### src/rtl/sd_cmd_pkg.sv
// SD-over-SPI command framer shared definitions.
// Frame constants, queue entry layout, FSM states and the CRC7 stepper.
package sd_cmd_pkg;

   localparam logic [6:0] CRC7_POLY  = 7'h09;
   localparam logic [1:0] START_BITS = 2'b01;
   localparam logic       STOP_BIT   = 1'b1;
   localparam int         FRAME_W    = 48;
   localparam int         TOKEN_W    = 40;

   typedef enum logic [1:0] {
      ST_IDLE,
      ST_CRC,
      ST_PRESENT
   } fr_state_e;

   typedef struct packed {
      logic [5:0]  cmd;
      logic [31:0] arg;
      logic        short_f;
      logic        long_f;
      logic        read_f;
   } cmd_req_t;

   // Shifts the top n bits of data (MSB first) into crc.
   function automatic logic [6:0] crc7_step(
      input logic [6:0] crc,
      input logic [7:0] data,
      input int         n
   );
      logic [6:0] c;
      logic       fb;
      c  = crc;
      fb = 1'b0;
      for (int i = 0; i < 8; i++) begin
         if (i < n) begin
            fb = c[6] ^ data[7-i];
            c  = {c[5:0], 1'b0};
            if (fb) c = c ^ CRC7_POLY;
         end
      end
      return c;
   endfunction

endpackage

### src/rtl/sd_cmd_fifo.sv
// Command request queue for the SD command framer.
// Power-of-two depth, synchronous flush, level counter.
module sd_cmd_fifo #(
   parameter  int DEPTH = 4,
   parameter  int W     = 41,
   localparam int AW    = $clog2(DEPTH),
   localparam int LW    = $clog2(DEPTH + 1)
) (
   input  logic          clk,
   input  logic          rst,
   input  logic          flush,
   input  logic          push,
   input  logic [W-1:0]  din,
   input  logic          pop,
   output logic [W-1:0]  dout,
   output logic [LW-1:0] level,
   output logic          full,
   output logic          empty
);

   logic [W-1:0]  mem_q [DEPTH];
   logic [AW-1:0] wr_q, wr_d;
   logic [AW-1:0] rd_q, rd_d;
   logic [LW-1:0] lvl_q, lvl_d;
   logic          push_ok;
   logic          pop_ok;

   assign full    = (lvl_q == LW'(DEPTH));
   assign empty   = (lvl_q == '0);
   assign level   = lvl_q;
   assign dout    = mem_q[rd_q];
   assign push_ok = push && !full && !flush;
   assign pop_ok  = pop && !empty && !flush;

   // Storage write; contents need no reset since level gates reads.
   always_ff @(posedge clk) begin
      if (push_ok) mem_q[wr_q] <= din;
   end

   // Pointer and level update, flush returns to empty.
   always_comb begin
      wr_d  = wr_q;
      rd_d  = rd_q;
      lvl_d = lvl_q;
      if (flush) begin
         wr_d  = '0;
         rd_d  = '0;
         lvl_d = '0;
      end else begin
         if (push_ok) wr_d = wr_q + 1'b1;
         if (pop_ok)  rd_d = rd_q + 1'b1;
         if (push_ok && !pop_ok)      lvl_d = lvl_q + 1'b1;
         else if (!push_ok && pop_ok) lvl_d = lvl_q - 1'b1;
      end
   end

   // Pointer and level registers.
   always_ff @(posedge clk or negedge rst) begin
      if (!rst) begin
         wr_q  <= '0;
         rd_q  <= '0;
         lvl_q <= '0;
      end else begin
         wr_q  <= wr_d;
         rd_q  <= rd_d;
         lvl_q <= lvl_d;
      end
   end

endmodule

### src/rtl/sd_cmd_framer.sv
// SD-over-SPI command framer: queue, in-block CRC7, 48-bit frame out.
// IDLE pops a request, CRC walks the token, PRESENT holds the frame.
module sd_cmd_framer
   import sd_cmd_pkg::*;
#(
   parameter  int DEPTH   = 4,
   parameter  int CRC_BPC = 8,
   localparam int LW      = $clog2(DEPTH + 1)
) (
   input  logic          clk,
   input  logic          rst,
   input  logic          flush,
   input  logic          in_valid,
   output logic          in_ready,
   input  logic [5:0]    in_cmd,
   input  logic [31:0]   in_arg,
   input  logic          in_short,
   input  logic          in_long,
   input  logic          in_read,
   output logic          out_valid,
   input  logic          out_ready,
   output logic [47:0]   out_frame,
   output logic          out_short,
   output logic          out_long,
   output logic          out_read,
   output logic [LW-1:0] level,
   output logic          busy
);

   localparam int CRC_CYCLES = TOKEN_W / CRC_BPC;
   localparam int CW         = $clog2(CRC_CYCLES + 1);
   localparam int PW         = $clog2(TOKEN_W + 8);

   fr_state_e            state_q, state_d;
   logic [TOKEN_W-1:0]   tok_q, tok_d;
   logic [6:0]           crc_q, crc_d;
   logic [CW-1:0]        cnt_q, cnt_d;
   logic [FRAME_W-1:0]   frame_q, frame_d;
   logic [2:0]           flg_q, flg_d;

   cmd_req_t             fifo_din;
   cmd_req_t             fifo_dout;
   logic                 fifo_full;
   logic                 fifo_empty;
   logic                 pop;
   logic                 load;
   logic [TOKEN_W+7:0]   tok_pad;
   logic [PW-1:0]        base;
   logic [7:0]           chunk;
   logic [6:0]           crc_nx;

   assign fifo_din  = '{cmd: in_cmd, arg: in_arg, short_f: in_short,
                        long_f: in_long, read_f: in_read};
   assign in_ready  = !fifo_full;
   assign out_valid = (state_q == ST_PRESENT);
   assign busy      = (state_q != ST_IDLE);
   assign out_frame = frame_q;
   assign out_short = flg_q[2];
   assign out_long  = flg_q[1];
   assign out_read  = flg_q[0];

   sd_cmd_fifo #(
      .DEPTH (DEPTH),
      .W     ($bits(cmd_req_t))
   ) u_fifo (
      .clk   (clk),
      .rst   (rst),
      .flush (flush),
      .push  (in_valid && in_ready),
      .din   (fifo_din),
      .pop   (pop),
      .dout  (fifo_dout),
      .level (level),
      .full  (fifo_full),
      .empty (fifo_empty)
   );

   // Pick the next CRC_BPC token bits (padded so the 8-bit window fits).
   always_comb begin
      tok_pad = {tok_q, 8'h00};
      base    = PW'(TOKEN_W + 7 - int'(cnt_q) * CRC_BPC);
      chunk   = tok_pad[base -: 8];
      crc_nx  = crc7_step(crc_q, chunk, CRC_BPC);
   end

   // Framer next-state: load, CRC walk, present and hand off.
   always_comb begin
      state_d = state_q;
      tok_d   = tok_q;
      crc_d   = crc_q;
      cnt_d   = cnt_q;
      frame_d = frame_q;
      flg_d   = flg_q;
      load    = 1'b0;
      pop     = 1'b0;
      unique case (state_q)
         ST_IDLE: begin
            if (!fifo_empty) load = 1'b1;
         end
         ST_CRC: begin
            crc_d = crc_nx;
            cnt_d = cnt_q + 1'b1;
            if (cnt_q == CW'(CRC_CYCLES - 1)) begin
               frame_d = {tok_q, crc_nx, STOP_BIT};
               state_d = ST_PRESENT;
            end
         end
         ST_PRESENT: begin
            if (out_ready) begin
               if (!fifo_empty) load = 1'b1;
               else             state_d = ST_IDLE;
            end
         end
         default: state_d = ST_IDLE;
      endcase
      if (load) begin
         pop     = 1'b1;
         tok_d   = {START_BITS, fifo_dout.cmd, fifo_dout.arg};
         flg_d   = {fifo_dout.short_f, fifo_dout.long_f, fifo_dout.read_f};
         crc_d   = '0;
         cnt_d   = '0;
         state_d = ST_CRC;
      end
      if (flush) begin
         pop     = 1'b0;
         state_d = ST_IDLE;
      end
   end

   // Framer registers.
   always_ff @(posedge clk or negedge rst) begin
      if (!rst) begin
         state_q <= ST_IDLE;
         tok_q   <= '0;
         crc_q   <= '0;
         cnt_q   <= '0;
         frame_q <= '0;
         flg_q   <= '0;
      end else begin
         state_q <= state_d;
         tok_q   <= tok_d;
         crc_q   <= crc_d;
         cnt_q   <= cnt_d;
         frame_q <= frame_d;
         flg_q   <= flg_d;
      end
   end

endmodule
### config.mk
export PLATFORM = sky130hd
export DESIGN_NAME = sd_cmd_framer
export DESIGN_NICKNAME = d
export VERILOG_FILES = /design/src/rtl/sd_cmd_pkg.sv /design/src/rtl/sd_cmd_fifo.sv /design/src/rtl/sd_cmd_framer.sv
export SDC_FILE = /design/constraint.sdc
export NUM_CORES = 1
export LEC_CHECK = 0
export BUFFER_PORTS_ARGS = -buffer_cell sky130_fd_sc_hd__clkbuf_2
export CAP_MARGIN = 20
export CORE_MARGIN = 1
export CORE_UTILIZATION = 59
export CTS_CLUSTER_DIAMETER = 50
export DETAILED_ROUTE_END_ITERATION = 8
export PLACE_DENSITY = 0.9
export RECOVER_POWER = 50
export SYNTH_ARGS = -nofsm -noshare
export SYNTH_HDL_FRONTEND = slang
export SYNTH_SLANG_ARGS = --single-unit
### constraint.sdc
create_clock -name clk -period 3.45 [get_ports clk]
set_input_delay 0.8625 -clock clk [delete_from_list [all_inputs] [get_ports clk]]
set_output_delay 0.8625 -clock clk [all_outputs]
set_load 0.005 [all_outputs]
**Yosys cells after proc, flatten, opt, wreduce, memory -nomap -nowiden**

Memories as Yosys holds them, arrays and structs flattened. A register that Yosys moved wholly into a read port is not among the register bits.
Cells that the tools add are included.

- Bits in registers: 105
- Bits of input ports: 46
- Memory bits (writable): 164
- Logic and storage cells: 94
- Memories: 1
- Output and inout bits: 57

Memories:

| memory | words | width | rd ports | clocked after memory_dff | wr ports | line | source |
|---|---|---|---|---|---|---|---|
| u_fifo.mem_q | 4 | 41 | 1 | 1 | 1 | sd_cmd_fifo.sv:21 | `logic [W-1:0] mem_q [DEPTH];` |

- Equality and inequality tests: 8
- Bitwise logic cells: 16
- Mux-type cells: 32
- Shift-type cells: 1
- Reduce and logical (&&, ||, !) cells: 22
- $add $sub $neg: 6

Operator list:

| kind | count |
|---|---|
| $shiftx A55 B7 Y8 | 1 |
| $mux W4 | 8 |
| $mux W2 | 9 |
| $not A2 Y2 | 8 |
| $mux W3 | 5 |
| $mux W7 | 2 |
| $ne A4 B2 Y1 const B | 2 |
| $reduce_bool A2 Y1 | 4 |
| $xor A1 B1 Y1 | 8 |
| $logic_and A1 B1 Y1 | 7 |
| $add A3 B1 Y3 const B | 2 |
| $eq A3 B3 Y1 const B | 2 |
| $logic_not A1 Y1 | 6 |
| $mux W1 | 6 |
| $pmux W2 S3 | 1 |
| $sub A6 B6 Y6 const A | 1 |
| $add A2 B1 Y2 const B | 2 |
| $ne A4 B4 Y1 const B | 1 |
| $reduce_and A4 Y1 | 1 |
| $logic_not A3 Y1 | 1 |
| $ne A3 B3 Y1 const B | 1 |
| $reduce_bool A3 Y1 | 1 |
| $sub A3 B1 Y3 const B | 1 |
| $eq A2 B1 Y1 const B | 1 |
| other kinds (4) | 4 |

**Longest topological paths before layout**

- Depth after elaboration: 20
- Mapped depth: 10
- Mapped depth without buffers: 8

**Cells and area by module**

Synthesis repeated with hierarchy kept, for this count alone.

- Cell total of the unflattened synthesis: 627
- Area total of the unflattened synthesis: 11,209.5 um^2

Modules (own cells, without submodules):

| module | times used | area each (um^2) | cells an instance | seq. area each (um^2) |
|---|---|---|---|---|
| sd_cmd_fifo | 1 | 6,466.2 | 276 | 5,099.9 |
| sd_cmd_framer | 1 | 4,743.3 | 351 | 2,527.4 |

**Worst setup path before layout**

OpenSTA, ideal clock, no wires.

- Path kind: input to register
- From: input port out_ready
- To: register u_fifo.lvl_q[2], in the netlist u_fifo.level[2]
- Cell stages on the path: 10
- Path buffers: 2
- Required time: 3,318 ps
- Arrival: 2,758 ps
- Library setup time: 132 ps
- Slack: 560 ps
- Path through: nor2b_1 nor3_1 buf_2 clkbuf_1 nor3_1 fa_1 or3_1 nand2_1 xnor2_1 nor2_1

- Cells in the longest elaborated chain, start to end: 10
- Elaborated cells on any way between the ends: 12
- Those cells by class: mux: 6; reduce/logical: 6

RTL lines:

| what | line | source |
|---|---|---|
| start: declaration | sd_cmd_framer.sv:21 | `input logic out_ready,` |
| $mux W1 (*) | sd_cmd_framer.sv:109 | `if (out_ready) begin` |
| $pmux W1 S2 (*) | sd_cmd_framer.sv:96 | `unique case (state_q)` |
| $mux W1 (*) | sd_cmd_framer.sv:116 | `if (load) begin` |
| $mux W1 (*) | sd_cmd_framer.sv:124 | `if (flush) begin` |
| $logic_and A1 B1 Y1 (*) (2 in a row) | sd_cmd_fifo.sv:33 | `assign pop_ok = pop && !empty && !flush;` |
| $logic_not A1 Y1 | sd_cmd_fifo.sv:52 | `if (push_ok && !pop_ok) lvl_d = lvl_q + 1'b1;` |
| $logic_and A1 B1 Y1 | sd_cmd_fifo.sv:52 |  |
| $mux W3 | sd_cmd_fifo.sv:52 |  |
| $mux W3 | sd_cmd_fifo.sv:45 | `if (flush) begin` |
| end signal: assignment | sd_cmd_fifo.sv:66 | `lvl_q <= lvl_d;` |
| end: declaration | sd_cmd_fifo.sv:24 | `logic [LW-1:0] lvl_q, lvl_d;` |

Every way passes the cells marked *; elsewhere a longest branch is shown, timed or not.
A chain may end at the register's enable or synchronous reset.

**Final worst setup path**

- From: register cnt_q[1]
- To: register crc_q[5]

- Cells in the longest elaborated chain, start to end: 10
- Elaborated cells on any way between the ends: 13
- Those cells by class: add/sub: 1; shift: 1; mux: 7; bitwise: 4

RTL lines:

| what | line | source |
|---|---|---|
| start: declaration | sd_cmd_framer.sv:37 | `logic [CW-1:0] cnt_q, cnt_d;` |
| start signal: assignment | sd_cmd_framer.sv:143 | `cnt_q <= cnt_d;` |
| $sub A6 B6 Y6 (*) | sd_cmd_framer.sv:81 | `base = PW'(TOKEN_W + 7 - int'(cnt_q) * CRC_BPC);` |
| $shiftx A55 B7 Y8 (*) | sd_cmd_framer.sv:82 | `chunk = tok_pad[base -: 8];` |
| $xor A1 B1 Y1 | sd_cmd_pkg.sv:37 | `fb = c[6] ^ data[7-i];` |
| $mux W4 (3 in a row) | sd_cmd_pkg.sv:39 | `if (fb) c = c ^ CRC7_POLY;` |
| $not A2 Y2 (no line) | -- |  |
| $mux W4 (*) | sd_cmd_pkg.sv:39 |  |
| $mux W7 (*) | sd_cmd_framer.sv:96 |  |
| $mux W7 (*) | sd_cmd_framer.sv:116 |  |
| end signal: assignment | sd_cmd_framer.sv:142 | `crc_q <= crc_d;` |
| end: declaration | sd_cmd_framer.sv:36 | `logic [6:0] crc_q, crc_d;` |

Every way passes the cells marked *; elsewhere a longest branch is shown, timed or not. The select of a mux whose other input is x is not followed.

==> flow_summary.ini <==
[clocking]
cts_tree = done
cts-htree-levels = 1
clock-root-buffer = clkbuf_16
postCtsHoldBufs = 0
clkTransAtPathRegs_ps = 60
clk_latency_ps = 540
cts_resized = 0
cts_setup_buffers = 0
clockBufferDepth = 3
cts_made_buffers = 28
clock_sinks = 272

[floorplanning]
fp.dieArea_um2 = 18800
ios = 103
placementRows = 49
dieHeight_um = 137
die_x_um = 137
start_util_pct = 60.1
core_area_um2 = 17900

[logic_synthesis]
syn_area_um2 = 10800
synth_seq_cells = 272
synthesis.instances = 588
synth_edf_count = 164
synth_nets = 641
avgSynthCellArea_um2 = 18.3
seq_area_frac_synth_pct = 70.9
synth_warnings = 0
synth-async-reset-ratio_pct = 39.7
ys.flop_type = edfxtp_1
yosys.cell_types.count = 61

[placement]
port_buffers = 101
dp_slack_ps = 910
dp_hpwl_mm = 13.8
gp_congestion = 0.906

[grt]
grt_usage_pct = 25.2
grt_pass1_wl_mm = 34.5
antenna_found_initial = 0
grt_pass1_vias = 6054
grt_start_max_net_pins = 59
overflow = 0

[timing]
slew_headroom_pct = -50.6
skew_ps = 14.3
tns_ps = 0
finalSetupViolations = 0
worst_hold_slack_ps = 479
tightestPinTransition_ps = 2260
finalHoldViolCount = 0
fin_ws_ps = 808
rsz0062_at_grt = false
timing.fmax_ghz = 0.379
period_minus_slack_ps = 2640
drv_slew = 97
finalCritPeriodShare_pct = 76.6

[routing]
drt-initial-drc-count = 392
wl_per_cell_um = 23.7
wl_mm = 22.5
first_pass_iters = 6
vias_per_cell = 6.11
vias = 5806
ant_nets = 0
drc_errors = 2

[cells_and_area]
num_antenna_cells = 0
final_common_cell = edfxtp_1
drive_gt1_share_pct = 28.7
post-route-util_pct = 70.0
syn2layout_area_growth_pct = 16.5
layout_common_cells = edfxtp_1 (164), dfrtp_1 (106), clkbuf_1 (54)
nets = 752

[worst_setup_path]
cp-start-kind = flip-flop
path_class = flip-flop to flip-flop
r2r_cells = 6
endpoint_kind = flip-flop
worstPathRequired_ps = 3790
arrival_ps = 2980
critPathMaxFanout = 19

[pwr]
power.density_nw_per_um2 = 901
irDropWorstVdd_v = 0.000793
leakage_nw = 4.82
power_mw = 11.3

[run_status]
failed_checks = DRC, capacitance limit, slew limit
status = finished with violations

[flow_run]
max_cap_violations = 2

[hold_path]
hold_path_class = flip-flop to flip-flop
holdPathStages = 1
-- report_power, final --
| group | internal (mW) | switching (mW) | total [mW] |
|---|---|---|---|
| combinational | 1.74 | 1.49 | 3.22 |
| sequential | 4.19 | 0.699 | 4.89 |
| clock | 1.90 | 1.28 | 3.18 |
-- Yosys cell counts, drive strengths merged, types with 3 or more instances --
master	number	area share [%]
mux2i	8	0.74
ha	6	0.70
edfxtp	164	46
o21ai	12	0.56
nand3	5	0.23
xnor3	3	0.63
nor2	14	0.56
nand2	25	0.87
clkbuf	16	0.56
a211oi	3	0.21
nor3	3	0.14
or3	3	0.22
buf	15	0.78
mux2	82	8.6
a21oi	4	0.19
o22ai	9	0.52
mux4	41	8.6
dfrtp	108	25
nand2b	5	0.29
nor2b	5	0.29
and2	4	0.23
inv	8	0.28
or2	3	0.17
xnor2	9	0.80
-- final cells by class --
class	count	area [µm²]
clock inverter	18	235
sequential	272	7630
fill	1071	5370
tap	229	287
timing repair buffer	112	622
multi-input combinational	277	2970
inverter	8	30.0
clock buffer	34	764
-- worst max-delay path, stage by stage, from the launching register on --
cell and delay (ps):
dfrtp_1 820, mux2_1 410, a21o_1 190, o311ai_2 300
xnor3_1 350, xnor2_1 250, o22ai_1 120
-- cell families (layout without fill, tap and decap cells) --
logic type               Yosys count  in the layout  synth area share [%]
flip-flops                       272            272                  70.9
multiplexers                     131            131                  17.9
AND/OR/NAND/NOR                   79             79                  3.97
AO/OA/AOI/OAI                     44             44                  2.87
buffers and inverters             39            172                  1.62
XOR/XNOR                          15             15                  1.81
adder cells (fa/ha/maj)            7              7                 0.884
other                              1              1                0.0349
-- flip-flops by register name, indices dropped and copies added, names as in the netlist --
name          flops
u_fifo.mem_q    164
out_frame        47
tok_q            39
crc_q             7
cnt_q             3
flg_q             3
u_fifo.level      3
state_q           2
u_fifo.rd_q       2
u_fifo.wr_q       2
-- path summary, 6_finish.rpt --
kind	start	end	slack, ps
max in group asynchronous	rst	u_fifo.rd_q[1]	1000
min	out_frame[0]	out_frame[0]	480
min reg2reg	out_frame[0]	out_frame[0]	480
max reg2reg	cnt_q[1]	crc_q[5]	810
min in group asynchronous	rst	flg_q[2]	1000
max	cnt_q[1]	crc_q[5]	810
-- per-layer routing --
layer / global-route usage, % / vias to the layer above / share of wire (%)
li1: - / 2489 / -
met1: 33.4 / 2983 / 40
met2: 42.1 / 284 / 50
met3: 3.78 / 50 / 6.9
met4: 10.4 / 0 / 3.1
met5: 0 / - / 0
-- through the flow --
stage          cells  instance area [µm²]
3_3_place_gp     897                11600
4_1_cts          949                12600
5_1_grt          950                12500
6_report         950                12500
3_5_place_dp     897                11600
2_1_floorplan    588                10800
Power figures use the tool's default switching activity.
